### src/rtl/ser_bitstream.sv
// ser_bitstream
// Parallel-to-serial front end for the serial pattern detector. It accepts
// W-bit words on a valid/ready handshake and shifts them out one bit per
// clock. A one-word holding buffer lets consecutive words stream with no idle
// cycle between them. When no bit is in flight, op sits at IDLE_LVL.
//
// Ports
//   clk      rising-edge clock
//   rst_n    synchronous reset, active low
//   din      parallel word to serialize
//   din_vld  din is valid
//   din_rdy  a word can be accepted this cycle
//   op       serial bit out (IDLE_LVL when op_vld = 0)
//   op_vld   op carries a data bit
//   sof      first bit of a word
//   busy     word in shift register or holding buffer
module ser_bitstream #(
   parameter int unsigned W         = 8,
   parameter bit          LSB_FIRST = 1'b0,
   parameter bit          IDLE_LVL  = 1'b0
) (
   input  logic         clk,
   input  logic         rst_n,
   input  logic [W-1:0] din,
   input  logic         din_vld,
   output logic         din_rdy,
   output logic         op,
   output logic         op_vld,
   output logic         sof,
   output logic         busy
);

   localparam int unsigned CW = (W > 1) ? $clog2(W) : 1;

   typedef enum logic {IDLE = 1'b0, SHIFT = 1'b1} state_t;

   state_t         state_q, state_d;
   logic [W-1:0]   sreg_q, sreg_d;
   logic [W-1:0]   hold_q, hold_d;
   logic [CW-1:0]  cnt_q, cnt_d;
   logic           hold_full_q, hold_full_d;

   logic           xfer;
   logic           last;
   logic           out_bit;
   logic [W-1:0]   sreg_shift;

   // Ready is low during reset and whenever the holding buffer is occupied,
   // which makes a transfer and a hold-drain in the same cycle impossible.
   assign din_rdy    = rst_n & ~hold_full_q;
   assign xfer       = din_vld & din_rdy;
   assign last       = (cnt_q == CW'(W - 1));
   assign out_bit    = LSB_FIRST ? sreg_q[0] : sreg_q[W-1];
   assign sreg_shift = LSB_FIRST ? {1'b0, sreg_q[W-1:1]} : {sreg_q[W-2:0], 1'b0};

   // state register
   always_ff @(posedge clk) begin
      if (!rst_n) state_q <= IDLE;
      else        state_q <= state_d;
   end

   // next-state logic
   always_comb begin
      state_d = state_q;
      unique case (state_q)
         IDLE:  if (xfer) state_d = SHIFT;
         SHIFT: if (last && !hold_full_q && !xfer) state_d = IDLE;
         default: state_d = IDLE;
      endcase
   end

   // datapath registers
   always_ff @(posedge clk) begin
      if (!rst_n) begin
         sreg_q      <= '0;
         hold_q      <= '0;
         cnt_q       <= '0;
         hold_full_q <= 1'b0;
      end else begin
         sreg_q      <= sreg_d;
         hold_q      <= hold_d;
         cnt_q       <= cnt_d;
         hold_full_q <= hold_full_d;
      end
   end

   // datapath next-state
   always_comb begin
      sreg_d      = sreg_q;
      hold_d      = hold_q;
      cnt_d       = cnt_q;
      hold_full_d = hold_full_q;
      unique case (state_q)
         IDLE: begin
            if (xfer) begin
               sreg_d = din;
               cnt_d  = '0;
            end
         end
         SHIFT: begin
            if (last) begin
               // Word boundary: the held word has priority; otherwise a word
               // arriving right now is loaded directly so no gap appears.
               cnt_d  = '0;
               sreg_d = sreg_shift;
               if (hold_full_q) begin
                  sreg_d      = hold_q;
                  hold_full_d = 1'b0;
               end else if (xfer) begin
                  sreg_d = din;
               end
            end else begin
               sreg_d = sreg_shift;
               cnt_d  = cnt_q + 1'b1;
               if (xfer) begin
                  hold_d      = din;
                  hold_full_d = 1'b1;
               end
            end
         end
         default: ;
      endcase
   end

   // outputs come from registered state only
   always_comb begin
      op_vld = (state_q == SHIFT);
      op     = op_vld ? out_bit : IDLE_LVL;
      sof    = op_vld & (cnt_q == '0);
      busy   = op_vld | hold_full_q;
   end

endmodule

### config.mk
export PLATFORM = sky130hd
export DESIGN_NAME = ser_bitstream
export DESIGN_NICKNAME = d
export VERILOG_FILES = /design/src/rtl/ser_bitstream.sv
export SDC_FILE = /design/constraint.sdc
export NUM_CORES = 1
export LEC_CHECK = 0
export BUFFER_PORTS_ARGS = -buffer_cell sky130_fd_sc_hd__buf_2
export CAP_MARGIN = 20
export CORE_ASPECT_RATIO = 0.75
export CORE_MARGIN = 2
export CORE_UTILIZATION = 45
export CTS_CLUSTER_DIAMETER = 150
export DETAILED_ROUTE_END_ITERATION = 7
export PLACE_DENSITY = 0.66
export SYNTH_ARGS = -nofsm -noshare
export SYNTH_HDL_FRONTEND = slang
export SYNTH_SLANG_ARGS = --single-unit
### constraint.sdc
create_clock -name clk -period 5.1 [get_ports clk]
set_input_delay 0 -clock clk [delete_from_list [all_inputs] [get_ports clk]]
set_output_delay 0 -clock clk [all_outputs]
set_load 0.005 [all_outputs]
==> results by group, run 1 <==
Global routing
  • First-pass GRT wire length: around 3.5 mm
  • Vias in the first global route: 760
  • Antenna violations before repair: 0
  • Largest net degree at the start of global routing: 23
  • Total gr overflow: 0
  • Total GRT Usage: between 15 and 20%

Placed design
  • Port Buf Inserts: 15
  • Placer Congestion: about 0.72
  • Detailed Place HPWL: ~1.4 mm

Power and ir drop
  • Power Internal: ~220 uW
  • Combinational share of power: roughly 14%
  • Clock power share: 26.5%
  • P_leak: roughly 0.00043 uW
  • Tot Pwr: 302.7 uW
  • Sequential share of power: around three fifths
  • Worst VDD drop: 0.2455 mV
  • Switching share of power: between 20 and 30%
  • Pwr dens: between 200 and 300 mW/mm^2
  • P_sw: between 80 and 90 uW

Timing
  • Skew final: between 0.002 and 0.003 ns
  • RSZ-0062 raised after global routing: no
  • Final period util: roughly 41%
  • Setup Total Neg Slack: 0 ns
  • Post-layout minimum cycle time: around 2.1 ns
  • Hold Vio Cnt, Final: 0
  • Worst Max-Slew Pin Slew: just under 1 ns
  • Slew HR: 33.66%
  • Final setup fails: 0
  • Final count of pins violating max slew: 0
  • Fmax achieved: roughly 480 MHz
  • Fin Hold WS: between 0.2 and 0.25 ns

Synth
  • Sequential-to-total area share from yosys stat: between 40% and 50%
  • Ys async rst share: 0%
  • Synthesized area: 948.4 sq um
  • Top FF cell, synth: dfxtp_1
  • Post-synth top cells: dfxtp_1 (21), nor2_1 (15), a22oi_1 (10), mux2i_1 (8)
  • Synth top area cells: dfxtp_1 (44%), mux2i_1 (8.4%), a22oi_1 (7.9%)
  • Cell with the most instances after synthesis: dfxtp_1
  • Cells after synthesis: 103
  • Post-Syn Area per Cell: roughly 9.2 sq um
  • Top-area cell type share of the netlist area: between 40% and 50%
  • #FFs+latches synth: 21
  • Warnings, synthesis: 0
  • Cell variety after synth: 24
  • Syn nets: 117
  • Post-synth EDFFs: 0
  • Yosys top cell by area: dfxtp_1

Drt
  • Via density: roughly 5.6
  • Iter 0 DRT Violations: 30
  • Routed WL per cell: roughly 14 microns
  • Antenna Nets Post-Route: 0
  • First drt pass iteration count: 4
  • Vias post-DR: 836
  • DR DRC count: 0
  • DRT Wirelength: about 2.1 mm

Floorplanning
  • Starting density of the core: around 47%
  • Core Area: between 0.0015 and 0.002 sq mm
  • Die ar.: 0.002495 sq mm
  • Row count: 14
  • DIE HEIGHT: around 44 microns
  • Die W: ~57 microns
  • # IOs: 16

Run
  • Total of max-cap violations: 0

Worst setup path
  • CP dominant cell by count: ha_1
  • Startpoint Class: register
  • Crit path kind: reg -> reg
  • Critical path endpoint category: register
  • Critical path's largest stage delay: between 0.4 and 0.5 ns
  • CP cell instances: ha_1 -> ha_1 -> nand2b_1 -> nor3_4 -> mux2i_1 -> nor2_1
  • Crit-path slowest cell: nor3_4
  • CP required: about 5.3 ns
  • Max FO, Critical Path: 11
  • Worst path arrival time: between 2 and 2.5 ns

Clock network
  • CTS buffer count: 3
  • CTS H-tree depth: 1
  • CTS tree: built
  • CTS Buffer Depth: 2
  • Number of clock sinks: 21
  • Clock Tree Root: clkbuf_4
  • Reg clk slew, reported paths: roughly 0.11 ns
  • Clock latency on the worst-skew pair: ~0.3 ns

Finish
  • Final Util: between 50% and 60%
  • Area delta synth->final: 20.32%
  • Layout fillers: 200
  • Nets: roughly 140
  • Ant diodes: 0
  • Layout cell share with drive strength beyond 1: a little under a fifth

Outcome
  • Status: complete, no violations

Worst hold path
  • Worst min-delay path class: in -> reg
==> cells by family after synthesis <==
group	after synthesis	synth area share, %
AO/OA/AOI/OAI	32	23.88
AND/OR/NAND/NOR	27	14.25
flip-flops	21	44.33
buffers and inverters	12	5.144
multiplexers	8	8.444
adder cells (fa/ha/maj)	3	3.958
==> power by group through the flow <==
| stage | Combinational [uW] | Sequential [uW] | Clock [uW] |
|---|---|---|---|
| after floorplan | 29.6 | 178 | 0 |
| after global placement | 37.9 | 182 | 0 |
| final | 43.7 | 179 | 80.2 |
| after detailed placement | 38.3 | 182 | 0 |
| after global routing | 48.8 | 180 | 91.6 |
| after CTS | 43.6 | 179 | 83.1 |
==> cell usage in the layout (no fill, tap or decap), types with 2 or more instances in the layout <==
| cell type | instances |
|---|---|
| a22oi_1 | 10 |
| o22ai_1 | 7 |
| mux2i_1 | 8 |
| inv_1 | 5 |
| a32oi_1 | 7 |
| clkbuf_4 | 3 |
| ha_1 | 3 |
| dfxtp_1 | 21 |
| nand2_1 | 3 |
| a21oi_1 | 3 |
| nor2_1 | 15 |
| nand3_1 | 2 |
| buf_2 | 15 |
| o21ai_0 | 2 |
| dlygate4sd3_1 | 9 |
==> cell type report <==
class                      count  area, sq um  area share, %
multi-input combinational     70        479.2          42.00
sequential                    21        420.4          36.84
inverter                       5        18.77          1.645
tap                           24        30.03          2.632
timing repair buffer          24        165.2          14.47
clock buffer                   3        22.52          1.974
clock inverter                 1        5.005         0.4386
==> repair_timing <==
item,4_1_cts,5_1_grt
endpoints found under the hold margin,9,0
hold buffers,9,0
resized for setup,0,0
setup buffers,0,0
==> layer usage <==
layer / share of wire, % / global-route usage, % / routed length, microns
met5: 0 / 0 / 0
met4: 1.7 / 6.977 / 35
met3: 6.4 / 5.672 / 132
met2: 42 / 27.13 / 869
met1: 49 / 25.64 / 1015
==> metrics by stage <==
stage	instances	area [sq um]	setup WS, ns
6_report	148	1141	3.016
5_1_grt	148	1141	2.780
4_1_cts	148	1141	3.010
3_5_place_dp	135	1023	3.030
3_3_place_gp	135	1023	3.049
2_1_floorplan	103	948.4	3.488
==> path summary, 6_finish.rpt <==
kind                            startpoint        end  slack [ns]  cells after the start
worst min register to register   hold_q[3]  hold_q[3]        0.52                      2
worst max register to register    cnt_q[0]  hold_q[4]        3.02                      6
worst min-delay path                 rst_n  sreg_q[4]        0.20                      3
worst max-delay path              cnt_q[0]  hold_q[4]        3.02                      6
==> state kept, by name, indices dropped and copies added, names as in the netlist <==
register     cells
hold_q           8
sreg_q           8
cnt_q            3
hold_full_q      1
op_vld           1
==> critical path: cells and delay by family, from the launching register on <==
kind                     cells  cell delay, ns
flip-flops                   1            0.35
adder cells (fa/ha/maj)      2            0.53
multiplexers                 1            0.27
AND/OR/NAND/NOR              3            0.81
No activity file was read; power rests on OpenSTA's default activity.
==> run 2, diff against run 1 <==
--- a/config.mk
+++ b/config.mk
@@ -12,7 +12,7 @@
 export CORE_UTILIZATION = 45
 export CTS_CLUSTER_DIAMETER = 150
 export DETAILED_ROUTE_END_ITERATION = 7
-export PLACE_DENSITY = 0.66
+export PLACE_DENSITY = 0.69
 export SYNTH_ARGS = -nofsm -noshare
 export SYNTH_HDL_FRONTEND = slang
 export SYNTH_SLANG_ARGS = --single-unit
==> constraint.sdc (replaced) <==
create_clock -name clk -period 1.7 [get_ports clk]
set_input_delay 0 -clock clk [delete_from_list [all_inputs] [get_ports clk]]
set_output_delay 0 -clock clk [all_outputs]
set_load 0.005 [all_outputs]
==> run 2 against run 1 <==
Compared with the run above: critical path depth is 1 higher; worst setup slack worse by 2.9 ns; via count grew 6.7%; sequential share of layout area is 2.9 points lower; routed wire length is 6.7% higher; final cell count rose by 4.7%; global-route usage grew 0.42 points; final area is 9.2% higher; flip-flop and latch count is the same; clock-buffer cell count increased by 1; critical path type unchanged.
==> results by group, run 2 (synthesis results as in run 1) <==
Outcome
  • Status: complete, no violations

Worst setup path
  • CP required: 1.93 ns
  • R2R depth: 7
  • Max FO, Critical Path: 10
  • Worst path arrival time: about 1.8 ns
  • Critical R2R Launch: cnt_q[1]
  • Critical path endpoint category: register
  • Startpoint Class: register
  • Reg2reg end: sreg_q[5]
  • Reg2reg setup slack: 0.09 ns
  • Crit path kind: reg -> reg

Placed design
  • Placer Congestion: about 0.76
  • Detailed Place HPWL: 1.451 mm
  • Pre-CTS WS: -0.01103 ns
  • Port Buf Inserts: 15

Finish
  • Area delta synth->final: 31.40%
  • Layout cell share with drive strength beyond 1: between 20 and 30%
  • Multi-input gate area: between 500 and 600 sq um
  • Most common cell after layout, fill and taps aside: dfxtp_1
  • Layout fillers: approximately 180
  • Sequential cell area: around 420 sq um
  • Commonest cells after routing, fill and taps aside: dfxtp_1 (19), nor2_1 (15), buf_2 (15)
  • Nets: approximately 150
  • Final Util: 62.41%
  • Ant diodes: 0
  • Largest registers: hold_q: 8 flops, sreg_q: 8 flops, cnt_q: 3 flops

Power and ir drop
  • Combinational share of power: 17.6%
  • P_sw: 252.2 uW
  • Worst VDD drop: between 0.6 and 0.7 mV
  • Pwr dens: 751.0 mW/mm^2
  • Clock power share: between 20 and 30%
  • P_leak: 0.0004660 uW
  • Power Internal: between 600 and 700 uW
  • Sequential share of power: roughly 56%
  • Switching share of power: a little over a quarter

Drt
  • Vias post-DR: 892
  • Antenna Nets Post-Route: 0
  • First drt pass iteration count: 5
  • DR DRC count: 0
  • Iter 0 DRT Violations: between 40 and 50
  • Routed WL per cell: around 14 microns
  • DRT Wirelength: 2.191 mm
  • Met2 routed WL: 1.006 mm
  • Max Used Layer: met4
  • DRT met1 WL: 1.034 mm
  • Via density: between 5 and 6
  • DR WL met3: 111 microns

Timing
  • Slew HR: a little under three fifths
  • RSZ-0062 raised after global routing: yes
  • Fin worst setup slack: 0.08704 ns
  • Skew final: 0.002463 ns
  • Final setup fails: 0
  • Fmax achieved: 620.0 MHz
  • Post-layout minimum cycle time: about 1.6 ns
  • Fin Hold WS: between 0.15 and 0.2 ns
  • Final period util: about 95%
  • Worst Max-Slew Pin Slew: 0.6642 ns
  • Final count of pins violating max slew: 0
  • Hold Vio Cnt, Final: 0

Run
  • Total of max-cap violations: 0

Floorplanning
  • Die W: ~57 microns
  • Core Area: 0.001997 sq mm
  • DIE HEIGHT: 43.76 microns
  • Die ar.: approximately 0.0025 sq mm
  • Starting density of the core: 47.49%
  • # IOs: 16
  • Row count: 14

Clock network
  • Clock latency on the worst-skew pair: 0.30 ns
  • Clock Tree Root: clkbuf_4
  • CTS H-tree depth: 1
  • Reg clk slew, reported paths: between 0.1 and 0.15 ns
  • Post-CTS setup buffers: 0
  • Number of clock sinks: 21
  • CTS tree: built
  • CTS Buffer Depth: 2
  • CTS buffer count: 3

Global routing
  • Antenna violations before repair: 0
  • Vias in the first global route: ~830
  • First-pass GRT wire length: 3.643 mm
  • Largest net degree at the start of global routing: 23
  • Total gr overflow: 0
  • Total GRT Usage: 18.90%

Worst hold path
  • Hold_sp: rst_n
  • Hold depth: 3
  • Sink of the worst hold path: sreg_q[4]
  • Worst min-delay path class: in -> reg
## run 2: timing repair
item | CTS | global route
pin swaps | 0 | 3
endpoints found under the hold margin | 9 | 0
gates resized for setup | 1 | 12
setup endpoints to repair | 7 | 13
hold buffers | 9 | 0
## run 2: stage by stage
step / setup TNS [ns] / power [uW] / cells / instance area (sq um)
detailed placement: -0.01103 / 677.4 / 142 / 1076
finish: 0 / 935.9 / 155 / 1246
floorplan: 0 / 622.2 / 103 / 948.4
global placement: 0 / 674.3 / 142 / 1076
global route: -0.007621 / 986.3 / 155 / 1246
CTS: 0 / 929.7 / 155 / 1199
## run 2: worst max path at each step
stage / startpoint / end / slack, ns / cells past startpoint
final: cnt_q[1] / sreg_q[5] / 0.09 / 7
after global routing: cnt_q[1] / sreg_q[5] / -0.006 / 7
after CTS: cnt_q[0] / hold_q[6] / 0.03 / 7
after detailed placement: cnt_q[1] / sreg_q[2] / -0.01 / 7
after global placement: cnt_q[0] / hold_q[5] / 0.08 / 7
after floorplan: cnt_q[0] / hold_q[2] / 0.09 / 6
## run 2: final cells by class
cell class / instances / share of cell area, %
multi-input cells: 70 / 41.97
clock buffers: 4 / 2.108
well taps: 24 / 2.410
repair buffers: 31 / 18.07
inverters: 5 / 1.506
flip-flops and latches: 21 / 33.94
## run 2: power by group through the flow
stage / clock network, uW / registers, uW / logic [uW]
2_1_floorplan: 0 / 533 / 88.9
3_3_place_gp: 0 / 537 / 137
3_5_place_dp: 0 / 537 / 140
4_1_cts: 245 / 526 / 158
5_1_grt: 272 / 532 / 182
6_report: 242 / 529 / 165
## run 2: critical path: stages, from the launching register on
cell and delay, ns:
dfxtp_2 0.36, ha_2 0.17, ha_2 0.18, buf_6 0.15, nor2b_2 0.07, nor3_4 0.32, a22oi_1 0.11, o22ai_1 0.19
## run 2: layer usage
metal / global-route usage (%) / vias up
li1: - / 438
met1: 23.94 / 412
met2: 32.41 / 36
met3: 5.373 / 6
met4: 4.186 / 0
met5: 0 / -
==> run 3, diff against run 2 <==
--- a/config.mk
+++ b/config.mk
@@ -13,6 +13,7 @@
 export CTS_CLUSTER_DIAMETER = 150
 export DETAILED_ROUTE_END_ITERATION = 7
 export PLACE_DENSITY = 0.69
+export REMOVE_ABC_BUFFERS = 1
 export SYNTH_ARGS = -nofsm -noshare
 export SYNTH_HDL_FRONTEND = slang
 export SYNTH_SLANG_ARGS = --single-unit
==> constraint.sdc (replaced) <==
create_clock -name clk -period 1.4 [get_ports clk]
set_input_delay 0 -clock clk [delete_from_list [all_inputs] [get_ports clk]]
set_output_delay 0 -clock clk [all_outputs]
set_load 0.005 [all_outputs]
==> run 3 against run 2 <==
Compared with the run above: the flow now finishes with violations (negative setup slack); non-clock buffer count increased by 10; highest routed layer unchanged; via count increased by 0.11%; clock-buffer cell count unchanged; clock power increased by 19%; global-route usage about the same; register-to-register slack got worse by 0.15 ns; final area increased by 8.6%; combinational power increased by 42%; die area unchanged; critical path depth unchanged; sequential share of layout area decreased by 2.7 points; fmax increased by 10%.
==> results by group, run 3 (synthesis results as in run 1) <==
Worst hold path
  • Worst min-delay path class: in -> reg

Clock network
  • CTS H-tree depth: 1
  • CTS Buffer Depth: 2
  • Clock latency on the worst-skew pair: a little over 0.3 ns
  • Clock Tree Root: clkbuf_4
  • CTS buffer count: 3
  • Reg clk slew, reported paths: about 0.12 ns
  • Number of clock sinks: 21
  • CTS tree: built

Worst setup path
  • Worst path arrival time: 1.68 ns
  • Max FO, Critical Path: 5
  • Critical R2R Launch: cnt_q[0]
  • Worst Setup SP: cnt_q[0]
  • Crit path kind: reg -> reg
  • Crit path to: hold_q[0]
  • R2R depth: 7
  • Reg2reg end: hold_q[0]
  • Critical path endpoint category: register
  • CP required: roughly 1.6 ns
  • Startpoint Class: register
  • Reg2reg setup slack: -0.07 ns

Finish
  • Largest registers: hold_q: 8 flops, sreg_q: 8 flops, cnt_q: 3 flops
  • Layout fillers: 155
  • Ant diodes: 0
  • Commonest cells after routing, fill and taps aside: dfxtp_1 (19), buf_2 (15), nor2_1 (14), buf_4 (14), dlygate4sd3_1 (9)
  • Layout Cells excl Fill: about 170
  • Area delta synth->final: 42.74%
  • Layout cell share with drive strength beyond 1: between 30 and 40%
  • Final Util: around 68%
  • Most common cell after layout, fill and taps aside: dfxtp_1
  • Nets: 156

Power and ir drop
  • Switching share of power: 26.49%
  • Tot Pwr: 1163 uW
  • Clock power share: 24.7%
  • P_sw: 308.0 uW
  • Combinational share of power: between 20% and 30%
  • P_leak: between 0.0005 and 0.0006 uW
  • Worst VDD drop: approximately 0.9 mV
  • Pwr dens: around 860 mW/mm^2
  • Power Internal: approximately 850 uW
  • Sequential share of power: a little under three fifths

Drt
  • Antenna Nets Post-Route: 0
  • Vias post-DR: ~890
  • Iter 0 DRT Violations: 35
  • DR DRC count: 0
  • First drt pass iteration count: 4
  • DRT Wirelength: about 2.2 mm
  • Routed WL per cell: ~14 microns
  • Via density: about 5.4

Floorplanning
  • Row count: 14
  • DIE HEIGHT: between 40 and 50 microns
  • Starting density of the core: roughly 47%
  • Die W: about 57 microns
  • Die ar.: 0.002495 sq mm
  • # IOs: 16
  • Core Area: approximately 0.002 sq mm

Placed design
  • Detailed Place HPWL: ~1.4 mm
  • Port Buf Inserts: 15
  • Placer Congestion: roughly 0.76
  • Placed Instances: around 150

Global routing
  • Largest net degree at the start of global routing: 18
  • Antenna violations before repair: 0
  • Total GRT Usage: a little under a fifth
  • Vias in the first global route: 821
  • Total gr overflow: 0
  • First-pass GRT wire length: around 3.6 mm

Timing
  • RSZ-0062 raised after global routing: yes
  • Hold Vio Cnt, Final: 0
  • Final setup fails: 15
  • Post-layout minimum cycle time: 1.467 ns
  • Final period util: 104.8%
  • Final count of pins violating max slew: 0
  • Skew final: approximately 0.016 ns
  • Setup Total Neg Slack: -0.5967 ns
  • Slew HR: around three fifths
  • Fin worst setup slack: -0.06668 ns
  • Worst Max-Slew Pin Slew: 0.6141 ns
  • Fmax achieved: 681.8 MHz

Outcome
  • Failing checks: negative setup slack
  • Status: finished with violations

Run
  • Total of max-cap violations: 0
-- run 3: cell types whose count changed in the layout (fill, tap and decap cells not counted), sizes merged --
cell / change
buf: +10
-- run 3: final cells by class --
cell class / instances / area (sq um) / area share (%)
clock buffer: 4 / 26.28 / 1.941
inverter: 5 / 18.77 / 1.386
sequential: 21 / 422.9 / 31.24
tap: 24 / 30.03 / 2.218
multi-input combinational: 70 / 551.8 / 40.76
timing repair buffer: 41 / 304.0 / 22.46
-- run 3: what timing repair did --
item                                   4_1_cts  5_1_grt
buffers inserted                             4        1
resized for setup                           13        5
hold buffers                                 9        0
pin swaps                                   10       18
setup endpoints to repair                   19       18
endpoints found under the hold margin        9        0
-- run 3: worst max-delay path, cell delays in order, from the launching register on --
cell,delay [ns]
dfxtp_2,0.35
ha_4,0.16
ha_4,0.16
nand2b_4,0.15
nor3_4,0.15
buf_6,0.16
mux2i_1,0.20
nor2_1,0.06
-- run 3: per-stage QoR --
step	setup slack (ns)	hold slack, ns	area, sq um
after floorplan	-0.3599	0.1471	918.4
after global placement	-0.1536	0.2558	1121
after detailed placement	-0.2347	0.2637	1121
after CTS	-0.08708	0.07901	1330
after global routing	-0.1536	0.08297	1354
final	-0.06668	0.07928	1354
-- run 3: how the worst min path moves through the flow --
stage / endpoint / slack (ns) / startpoint / depth (start not counted)
floorplan: hold_q[0] / 0.15 / din[0] / 2
global placement: hold_q[5] / 0.26 / din[5] / 3
global route: cnt_q[0] / 0.08 / rst_n / 3
CTS: cnt_q[2] / 0.08 / rst_n / 3
finish: cnt_q[2] / 0.08 / rst_n / 3
detailed placement: hold_q[6] / 0.26 / din[6] / 3
-- run 3: layer usage --
layer  global-route usage [%]  vias to the layer above  wire, microns
li1                         -                      455              -
met1                    24.44                      410           1095
met2                    30.80                       24            981
met3                    6.567                        4            121
met4                    4.186                        0             37
met5                        0                        -              0
-- run 3: power by group through the flow --
stage	clock, uW	sequential, uW	combinational (uW)
floorplan	0	658	90.0
global placement	0	650	183
detailed placement	0	651	185
CTS	297	640	223
global route	331	644	256
finish	287	641	235
